[src/rtl/pkg_cpu.sv]
// CPU-side shared types: data access size encoding used on every memory-facing port.
// Latency: n/a (types only).
// Backpressure: n/a (types only).
package pkg_cpu;

  // One-bit access size: byte or halfword.
  typedef enum logic {
    cpu_data_acc_sz_8  = 1'b0,
    cpu_data_acc_sz_16 = 1'b1
  } cpu_data_acc_sz_e;

endpackage

[src/rtl/pkg_mem_arb.sv]
// Memory bus arbiter shared types: FSM state encoding, widths and a saturating counter helper.
// Latency: n/a (types only).
// Backpressure: n/a (types only).
package pkg_mem_arb;

  localparam int ARB_ST_W  = 2;
  localparam int ARB_CNT_W = 8;

  typedef enum logic [ARB_ST_W-1:0] {
    arb_st_idle   = 2'd0,
    arb_st_access = 2'd1,
    arb_st_ack    = 2'd2
  } arb_st_e;

  // Increment that sticks at all-ones instead of wrapping.
  function automatic logic [ARB_CNT_W-1:0] sat_inc(input logic [ARB_CNT_W-1:0] v);
    return (v == '1) ? v : v + 1'b1;
  endfunction

endpackage

[src/rtl/mem_arb_rr_picker.sv]
// Two-way winner selection: single requester wins outright; on a tie the locked owner
// keeps the bus, otherwise the non-owner wins (round-robin).
// Latency: combinational. Backpressure: none, evaluated whenever the arbiter is idle.
// Ports: req0/req1 requests, owner last granted index, lock_held owner lock;
//        grant_valid any request present, grant_idx winning requester.
module mem_arb_rr_picker (
  input  logic req0,
  input  logic req1,
  input  logic owner,
  input  logic lock_held,
  output logic grant_valid,
  output logic grant_idx
);

  always_comb begin
    grant_valid = req0 | req1;
    if (req0 && req1) begin
      grant_idx = lock_held ? owner : ~owner;
    end else begin
      grant_idx = req1;
    end
  end

endmodule

[src/rtl/mem_bus_arbiter.sv]
// Two-requester memory bus arbiter with registered memory-side access and wait timeout.
// Latency: 3 cycles req-to-ack minimum (IDLE, ACCESS, ACK); one access every 3 cycles.
// Backpressure: mem_ready stalls ACCESS; after TIMEOUT stalled cycles the access aborts with err.
// Ports: clk, reset (async active-low); req/addr/wdata/we/sz/lock per requester in;
//        ack/err/rdata per requester out; mem_addr/mem_wdata/mem_we/mem_acc_sz/mem_en out,
//        mem_rdata/mem_ready in; owner = current or last granted requester.
module mem_bus_arbiter
  import pkg_mem_arb::*;
  import pkg_cpu::*;
#(
  parameter int ADDR_W  = 16,
  parameter int DATA_W  = 16,
  parameter int TIMEOUT = 15
) (
  input  logic              clk,
  input  logic              reset,
  input  logic              req0,
  input  logic              req1,
  input  logic [ADDR_W-1:0] addr0,
  input  logic [ADDR_W-1:0] addr1,
  input  logic [DATA_W-1:0] wdata0,
  input  logic [DATA_W-1:0] wdata1,
  input  logic              we0,
  input  logic              we1,
  input  logic              sz0,
  input  logic              sz1,
  input  logic              lock0,
  input  logic              lock1,
  output logic              ack0,
  output logic              ack1,
  output logic              err0,
  output logic              err1,
  output logic [DATA_W-1:0] rdata0,
  output logic [DATA_W-1:0] rdata1,
  output logic [ADDR_W-1:0] mem_addr,
  output logic [DATA_W-1:0] mem_wdata,
  output logic              mem_we,
  output logic              mem_acc_sz,
  output logic              mem_en,
  input  logic [DATA_W-1:0] mem_rdata,
  input  logic              mem_ready,
  output logic              owner
);

  localparam logic [ARB_CNT_W-1:0] TIMEOUT_C = ARB_CNT_W'(TIMEOUT);

  arb_st_e              state_q;
  arb_st_e              state_d;
  logic                 owner_q;
  logic                 lock_held_q;
  logic                 err_q;
  logic [ARB_CNT_W-1:0] wait_cnt_q;
  logic [ARB_CNT_W-1:0] wait_cnt_inc;
  logic                 timeout_hit;
  logic                 grant_valid;
  logic                 grant_idx;

  mem_arb_rr_picker u_picker (
    .req0        (req0),
    .req1        (req1),
    .owner       (owner_q),
    .lock_held   (lock_held_q),
    .grant_valid (grant_valid),
    .grant_idx   (grant_idx)
  );

  assign wait_cnt_inc = sat_inc(wait_cnt_q);
  // Compare the post-increment value so the abort happens on the TIMEOUT-th stalled cycle.
  assign timeout_hit  = (wait_cnt_inc >= TIMEOUT_C);
  assign owner        = owner_q;

  // State register.
  always_ff @(posedge clk or negedge reset) begin
    if (!reset) begin
      state_q <= arb_st_idle;
    end else begin
      state_q <= state_d;
    end
  end

  // Next-state logic.
  always_comb begin
    state_d = state_q;
    case (state_q)
      arb_st_idle: begin
        if (grant_valid) begin
          state_d = arb_st_access;
        end
      end
      arb_st_access: begin
        if (mem_ready || timeout_hit) begin
          state_d = arb_st_ack;
        end
      end
      arb_st_ack: begin
        state_d = arb_st_idle;
      end
      default: begin
        state_d = arb_st_idle;
      end
    endcase
  end

  // Outputs: ack/err pulse only for the owner while in ACK.
  always_comb begin
    ack0 = (state_q == arb_st_ack) && !owner_q;
    ack1 = (state_q == arb_st_ack) &&  owner_q;
    err0 = ack0 && err_q;
    err1 = ack1 && err_q;
  end

  // Datapath: memory-side access registers, per-requester read data, arbitration history.
  always_ff @(posedge clk or negedge reset) begin
    if (!reset) begin
      mem_en      <= 1'b0;
      mem_we      <= 1'b0;
      mem_addr    <= '0;
      mem_wdata   <= '0;
      mem_acc_sz  <= cpu_data_acc_sz_16;
      rdata0      <= '0;
      rdata1      <= '0;
      owner_q     <= 1'b1;
      lock_held_q <= 1'b0;
      err_q       <= 1'b0;
      wait_cnt_q  <= '0;
    end else begin
      case (state_q)
        arb_st_idle: begin
          if (grant_valid) begin
            owner_q    <= grant_idx;
            mem_en     <= 1'b1;
            mem_addr   <= grant_idx ? addr1  : addr0;
            mem_wdata  <= grant_idx ? wdata1 : wdata0;
            mem_we     <= grant_idx ? we1    : we0;
            mem_acc_sz <= grant_idx ? sz1    : sz0;
            wait_cnt_q <= '0;
            err_q      <= 1'b0;
          end
        end
        arb_st_access: begin
          if (mem_ready) begin
            if (owner_q) begin
              rdata1 <= mem_rdata;
            end else begin
              rdata0 <= mem_rdata;
            end
            mem_en <= 1'b0;
            mem_we <= 1'b0;
          end else begin
            wait_cnt_q <= wait_cnt_inc;
            // Abort: rdata keeps its previous value.
            if (timeout_hit) begin
              err_q  <= 1'b1;
              mem_en <= 1'b0;
              mem_we <= 1'b0;
            end
          end
        end
        arb_st_ack: begin
          lock_held_q <= owner_q ? lock1 : lock0;
        end
        default: begin
        end
      endcase
    end
  end

endmodule

[config.mk]
export PLATFORM = sky130hd
export DESIGN_NAME = mem_bus_arbiter
export DESIGN_NICKNAME = d
export VERILOG_FILES = /design/src/rtl/pkg_cpu.sv /design/src/rtl/pkg_mem_arb.sv /design/src/rtl/mem_arb_rr_picker.sv /design/src/rtl/mem_bus_arbiter.sv
export SDC_FILE = /design/constraint.sdc
export NUM_CORES = 1
export LEC_CHECK = 0
export ABC_AREA = 1
export CAP_MARGIN = 30
export CORE_UTILIZATION = 46
export CTS_BUF_LIST = sky130_fd_sc_hd__clkbuf_4
export CTS_CLUSTER_DIAMETER = 150
export CTS_CLUSTER_SIZE = 12
export DETAILED_ROUTE_END_ITERATION = 8
export HOLD_SLACK_MARGIN = 0.02
export PLACE_DENSITY = 0.91
export SYNTH_ARGS = -nofsm -noshare
export SYNTH_HDL_FRONTEND = slang
export SYNTH_SLANG_ARGS = --single-unit
[constraint.sdc]
create_clock -name clk -period 2.6 [get_ports clk]
set_input_delay 0.39 -clock clk [delete_from_list [all_inputs] [get_ports clk]]
set_output_delay 0.39 -clock clk [all_outputs]
set_load 0.01 [all_outputs]
==> results of run 1 <==
## through the flow
step / setup slack, ns / instance area, um^2 / util (%) / std cells
6_report: 0.1962 / 5483 / 74.01 / 692
5_1_grt: 0.1615 / 5483 / 74.01 / 692
4_1_cts: 0.2127 / 5445 / 73.50 / 690
3_5_place_dp: 0.5330 / 5269 / 71.12 / 674
3_3_place_gp: 0.6239 / 5269 / 71.12 / 674
2_1_floorplan: 1.128 / 3607 / - / 429
## report_power, final
part | total [uW] | switching, uW | internal [uW]
clock network | 903 | 492 | 412
logic | 2810 | 1410 | 1400
registers | 2180 | 379 | 1810
## layout make-up
cell class              instances  area (um^2)  area share, %
inverters                      34        127.6          2.328
multi-input cells             297         1379          25.15
flip-flops and latches         80         2004          36.56
clock buffers                   9        67.56          1.232
clock inverters                 7        108.9          1.985
well taps                      99        123.9          2.259
repair buffers                166         1672          30.49
## how the worst max path moves through the flow
stage	cells past startpoint	slack (ns)	startpoint	to
final	3	0.20	owner	err1
after CTS	3	0.21	owner	err1
after detailed placement	7	0.53	req0	mem_addr[11]
after global routing	3	0.16	owner	err1
after global placement	9	0.62	req0	mem_we
after floorplan	10	1.13	wait_cnt_q[0]	mem_we
## cell usage in the layout (no fill, tap or decap)
cell,Yosys,routed
sky130_fd_sc_hd__inv_2,4,4
sky130_fd_sc_hd__dfstp_2,2,2
sky130_fd_sc_hd__or2_2,1,1
sky130_fd_sc_hd__nor2_4,3,3
sky130_fd_sc_hd__nor3_1,2,2
sky130_fd_sc_hd__o21bai_1,1,1
sky130_fd_sc_hd__nand4_2,1,1
sky130_fd_sc_hd__nand2_1,106,106
sky130_fd_sc_hd__nand3_1,13,13
sky130_fd_sc_hd__nor3_4,1,1
sky130_fd_sc_hd__inv_1,30,30
sky130_fd_sc_hd__nor2_1,42,42
sky130_fd_sc_hd__buf_16,0,1
sky130_fd_sc_hd__inv_8,0,2
sky130_fd_sc_hd__a21oi_2,1,1
sky130_fd_sc_hd__ha_1,1,1
sky130_fd_sc_hd__buf_4,4,3
sky130_fd_sc_hd__clkdlybuf4s50_1,0,161
sky130_fd_sc_hd__o21ai_0,45,45
sky130_fd_sc_hd__o21ai_1,21,21
sky130_fd_sc_hd__dfrtp_1,78,78
sky130_fd_sc_hd__a21oi_1,45,45
sky130_fd_sc_hd__nand2_2,7,7
sky130_fd_sc_hd__nand2_4,1,1
sky130_fd_sc_hd__a21o_1,1,1
sky130_fd_sc_hd__clkbuf_4,0,9
sky130_fd_sc_hd__nor2_2,2,2
sky130_fd_sc_hd__dlygate4sd3_1,0,1
sky130_fd_sc_hd__o22ai_1,2,2
sky130_fd_sc_hd__bufinv_16,0,2
sky130_fd_sc_hd__inv_6,0,2
sky130_fd_sc_hd__a21boi_1,1,1
sky130_fd_sc_hd__clkinv_4,0,1
## cells in the mapped netlist (2+ instances only)
library cell / instances
sky130_fd_sc_hd__nor2_4: 3
sky130_fd_sc_hd__dfstp_2: 2
sky130_fd_sc_hd__inv_1: 30
sky130_fd_sc_hd__dfrtp_1: 78
sky130_fd_sc_hd__nand2_2: 7
sky130_fd_sc_hd__inv_2: 4
sky130_fd_sc_hd__o21ai_0: 45
sky130_fd_sc_hd__o22ai_1: 2
sky130_fd_sc_hd__nor3_1: 2
sky130_fd_sc_hd__nand2_1: 106
sky130_fd_sc_hd__nor2_1: 42
sky130_fd_sc_hd__clkbuf_1: 3
sky130_fd_sc_hd__nand3_1: 13
sky130_fd_sc_hd__nor2_2: 2
sky130_fd_sc_hd__a21oi_1: 45
sky130_fd_sc_hd__buf_4: 4
sky130_fd_sc_hd__buf_2: 10
sky130_fd_sc_hd__o21ai_1: 21
## repair_timing
item,in CTS,in global routing
endpoints found under the setup margin,0,0
hold buffers,0,1
hold endpoints to repair,0,26
## kinds of logic (layout without fill, tap and decap cells)
family | Yosys count | count (layout) | share of synthesized area [%]
AOI/OAI and AO/OA | 117 | 117 | 16.62
adders and majority gates | 1 | 1 | 0.3468
buffers and inverters | 52 | 216 | 6.209
DFF | 80 | 80 | 55.57
and+or+nand+nor | 179 | 179 | 21.26
## per-layer routing
metal / global-route usage [%] / up-vias / wire length, um
li1: - / 1718 / -
met2: 44.26 / 198 / 5659
met1: 30.76 / 1704 / 4090
met3: 8.586 / 23 / 1123
met4: 8.602 / 0 / 244
met5: 0 / - / 0
## registers in the layout, summed over array words and instances (netlist names)
| register | flops |
|---|---|
| mem_addr | 16 |
| mem_wdata | 16 |
| rdata0 | 16 |
| rdata1 | 16 |
| wait_cnt_q | 8 |
| state_q | 2 |
| err_q | 1 |
| lock_held_q | 1 |
| mem_acc_sz | 1 |
| mem_en | 1 |
| mem_we | 1 |
| owner | 1 |
## critical path, delay by kind of cell (launching register included)
family | cells | cell delay, ns
flops | 1 | 0.68
simple gates | 1 | 0.22
buf+inv | 2 | 0.69
==> flow_summary.toml, run 1 <==
[worst_setup_path]
timing.critical_path.cells = "inv_1 > nor3_1 > clkdlybuf4s50_1"
timing.critical_path.required_ns = 2.21
timing_worst_setup_path_type = "reg -> out"
reg2regPathDepth = 6
cp_slowest_cell = "sky130_fd_sc_hd__dfstp_2"
critical_path.max_fanout = 8
setup.reg_to_reg.worst_slack_ns = 0.67
endpoint_kind = "output pin"
setup.worst_path.start_class = "flip-flop"
timing.rr.end = "mem_wdata[4]"
timing.critical_path.slowest_cell_delay_ns = 0.68
critPathArrivalTime_ns = 2.01
worst_r2r_startpoint = "owner"

[logic_synthesis]
asyncSetResetFlopFracSynth_pct = 100.0
post_synth_inst_count = 429
synthDistinctLibCells = 28
synth-seq-area-share_pct = 55.57
synth.cell_area_um2 = 3607
netlist_top_cells_area = "sky130_fd_sc_hd__dfrtp_1, sky130_fd_sc_hd__nand2_1, sky130_fd_sc_hd__a21oi_1"
post-synth-top-area-cell = "sky130_fd_sc_hd__dfrtp_1"
ys.warnings.count = 0
synth.avg_cell_area_um2 = 8.408
synth-edff-count = 0
synth.net_count = 521
synth_top_area_share_pct = 54.11
synthFlopType = "sky130_fd_sc_hd__dfrtp_1"
synth.ff_latch_count = 80

[floorplan]
die_area_um2 = 8200
core-area_um2 = 7408
floorplan.die.width_um = 90.56
initial_core_utilization_pct = 48.69
fp-row-count = 31
die_ht_um = 90.56
ioPinCount = 163

[timing]
final.setup.tns_ns = 0
period_utilization_pct = 92.45
finalWorstPathRequiredPeriod_ns = 2.404
timing.final.setup_violations = 0
fin_worst_skew_ns = 0.02336
grt_setup_unrepaired = "false"
final_hold_viol_count = 0
timing_worst_slew_pin_value_ns = 0.6208
hold_ws_ns = 0.3872
slew_viol_final = 0
maxSlewHeadroom_pct = 58.55
timing.fmax_ghz = 0.4160

[route]
drt-vias-per-instance = 5.264
detailedRoute.firstPassIterationCount = 5
route.detailed.wl_per_inst_um = 16.07
finalWirelength_um = 11120
detailedRoute.firstIterationViolations = 319
dr_total_vias = 3643
postRouteAntennaNets = 0
drc_errors = 0

[pwr]
cell_pwr_density_nw_per_um2 = 1075
power_leakage_uw = 0.002445
max-vdd-ir-drop_mv = 0.7133
post-layout-total-power_uw = 5895

[clock_tree]
clkTransAtPathRegs_ns = 0.15
number_of_gates_given_a_new_drive_strength_after_cts = 0
worstSkewPairLatency_ns = 0.44
cts_num_sinks = 80
numCtsBuffers = 9
cts.htree.levels = 3
clock_tree_from_tritoncts = "built"
cts_root_buf = "sky130_fd_sc_hd__clkbuf_4"
post-cts-setup-buffers = 0
clockBufferDepth = 2

[global_routing]
grt_usage_pct = 25.96
first_global_vias = 3491
gr-total-overflow = 0
first_pass_grt_wire_length_um = 16680
grt_antenna_before_repair = 0
grt_max_degree = 81

[placement]
placement.io_buffers = 162
post-dp-hpwl_um = 7598
routabilityCongestion = 0.8306

[final_layout]
final_net_count = 680
diodes = 0
area_delta_synth_final_pct = 51.99
layout.filler_cells = 493
drive_above_1_share_pct = 7.251

[flow_run]
timing.max_cap.violations = 0

[status]
run_status = "finished clean"

[worst_hold_path]
min-delay-path-class = "in -> async"
(Power assumes the default switching activity.)
==> inputs of run 2 (changes only) <==
Settings changed: CAP_MARGIN 30 to unset, SLEW_MARGIN set to 5.
==> run 2 against run 1 <==
Against the previous run: register-to-register slack better by 0.04 ns; critical endpoint unchanged; sequential share of layout area rose by 0.25 points; critical path depth is the same; combinational power down 1%; cell count shrank 0.29%; sequential power hardly changed; die area unchanged; flip-flop and latch count stayed put; critical path type unchanged; global-route usage unchanged.
==> flow_summary.toml, run 2 (synthesized netlist as in run 1, its figures left out) <==
[clock_tree]
post-cts-setup-buffers = 0
cts_num_sinks = 80
clockBufferDepth = 2
worstSkewPairLatency_ns = 0.43
cts.htree.levels = 3
numCtsBuffers = 9
clkTransAtPathRegs_ns = 0.15
cts_root_buf = "sky130_fd_sc_hd__clkbuf_4"
number_of_gates_given_a_new_drive_strength_after_cts = 0
clock_tree_from_tritoncts = "built"
cts_hold_repair.buffers = 0

[timing]
period_utilization_pct = 90.97
grt_setup_unrepaired = "false"
finalWorstPathRequiredPeriod_ns = 2.365
final_hold_viol_count = 0
final.setup.tns_ns = 0
worst_slack_ns = 0.2348
slew_viol_final = 0
timing_worst_slew_pin_value_ns = 0.9848
maxSlewHeadroom_pct = 34.35
timing.fmax_ghz = 0.4228
fin_worst_skew_ns = 0.01841
hold_ws_ns = 0.1019
timing.final.setup_violations = 0

[pwr]
max-vdd-ir-drop_mv = 0.6378
cell_pwr_density_nw_per_um2 = 1069
power_leakage_uw = 0.002428

[final_layout]
drive_above_1_share_pct = 7.107
final_net_count = 678
final_std_cell_area_no_fill_um2 = 5445
layout.cells.most_common = "sky130_fd_sc_hd__clkdlybuf4s50_1"
diodes = 0
layout_common_cells = "sky130_fd_sc_hd__clkdlybuf4s50_1, sky130_fd_sc_hd__nand2_1, sky130_fd_sc_hd__dfrtp_1"
area_delta_synth_final_pct = 50.95
fin_util_pct = 73.50

[worst_setup_path]
critical_path.max_fanout = 8
timing_worst_setup_path_type = "reg -> out"
setup.worst_path.start_class = "flip-flop"
critPathArrivalTime_ns = 1.98
worst_r2r_startpoint = "owner"
timing.rr.end = "mem_addr[11]"
timing.critical_path.slowest_cell_delay_ns = 0.67
timing.critical_path.cells = "inv_1 > nor3_1 > clkdlybuf4s50_1"
reg2regPathDepth = 6
endpoint_kind = "output pin"
setup.reg_to_reg.worst_slack_ns = 0.71
cp_slowest_cell = "sky130_fd_sc_hd__dfstp_2"
timing.critical_path.required_ns = 2.21

[worst_hold_path]
min-delay-path-class = "in -> async"

[floorplan]
die_ht_um = 90.56
ioPinCount = 163
floorplan.die.width_um = 90.56
core-area_um2 = 7408
initial_core_utilization_pct = 48.69
die_area_um2 = 8200
fp-row-count = 31

[route]
postRouteAntennaNets = 0
drt-vias-per-instance = 5.145
drc_errors = 0
detailedRoute.firstIterationViolations = 184
route.detailed.wl_per_inst_um = 15.19
detailedRoute.firstPassIterationCount = 4
finalWirelength_um = 10480
dr_total_vias = 3550

[global_routing]
grt_max_degree = 81
grt_usage_pct = 25.96
first_pass_grt_wire_length_um = 16680
gr-total-overflow = 0
first_global_vias = 3491
grt_antenna_before_repair = 0

[flow_run]
timing.max_cap.violations = 0

[placement]
placement.io_buffers = 162
post-dp-hpwl_um = 7598
routabilityCongestion = 0.8306
dp_slack_ns = 0.5330
placed_instance_area_um2 = 5269

[status]
run_status = "finished clean"
==> run 2: worst max-delay path by stage <==
| stage | start | endpoint | slack, ns | cells past startpoint |
|---|---|---|---|---|
| 2_1_floorplan | wait_cnt_q[0] | mem_we | 1.13 | 10 |
| 3_3_place_gp | req0 | mem_we | 0.62 | 9 |
| 3_5_place_dp | req0 | mem_addr[11] | 0.53 | 7 |
| 4_1_cts | owner | err1 | 0.21 | 3 |
| 5_1_grt | owner | err1 | 0.16 | 3 |
| 6_report | owner | err1 | 0.23 | 3 |
==> run 2: per-layer routing <==
metal,vias to the layer above,share of wire [%],global-route usage [%]
li1,1707,-,-
met1,1659,38,30.76
met5,-,0,0
met2,169,50,44.26
met3,15,9.6,8.586
met4,0,1.8,8.602
==> run 2: area by class of cell <==
type,instances,area (um^2)
Clock inverter,7,108.9
Clock buffer,9,67.56
Timing Repair Buffer,164,1634
Multi-Input combinational cell,297,1379
Tap cell,99,123.9
Fill cell,520,1963
Inverter,34,127.6
Sequential cell,80,2004
==> run 2: report_power, final <==
group	switching, uW	total, uW	internal [uW]
clock	474	886	412
sequential	363	2170	1810
combinational	1380	2770	1390
==> run 2: metrics by stage <==
stage	std cells	power, uW
final	690	5821
after global placement	674	4832
after global routing	690	6202
after detailed placement	674	4939
after floorplan	429	3440
after CTS	690	5845
==> run 2: worst max-delay path: cells and delay by family (launching register included) <==
kind,cells,cell delay (ns)
and+or+nand+nor,1,0.21
buffers and inverters,2,0.68
DFF,1,0.67
==> inputs of run 3 (changes only) <==
Settings changed: CAP_MARGIN set to 25.
==> results of run 3 <==
Same layout as run 1: the final DEF is identical, and so are final timing and power.
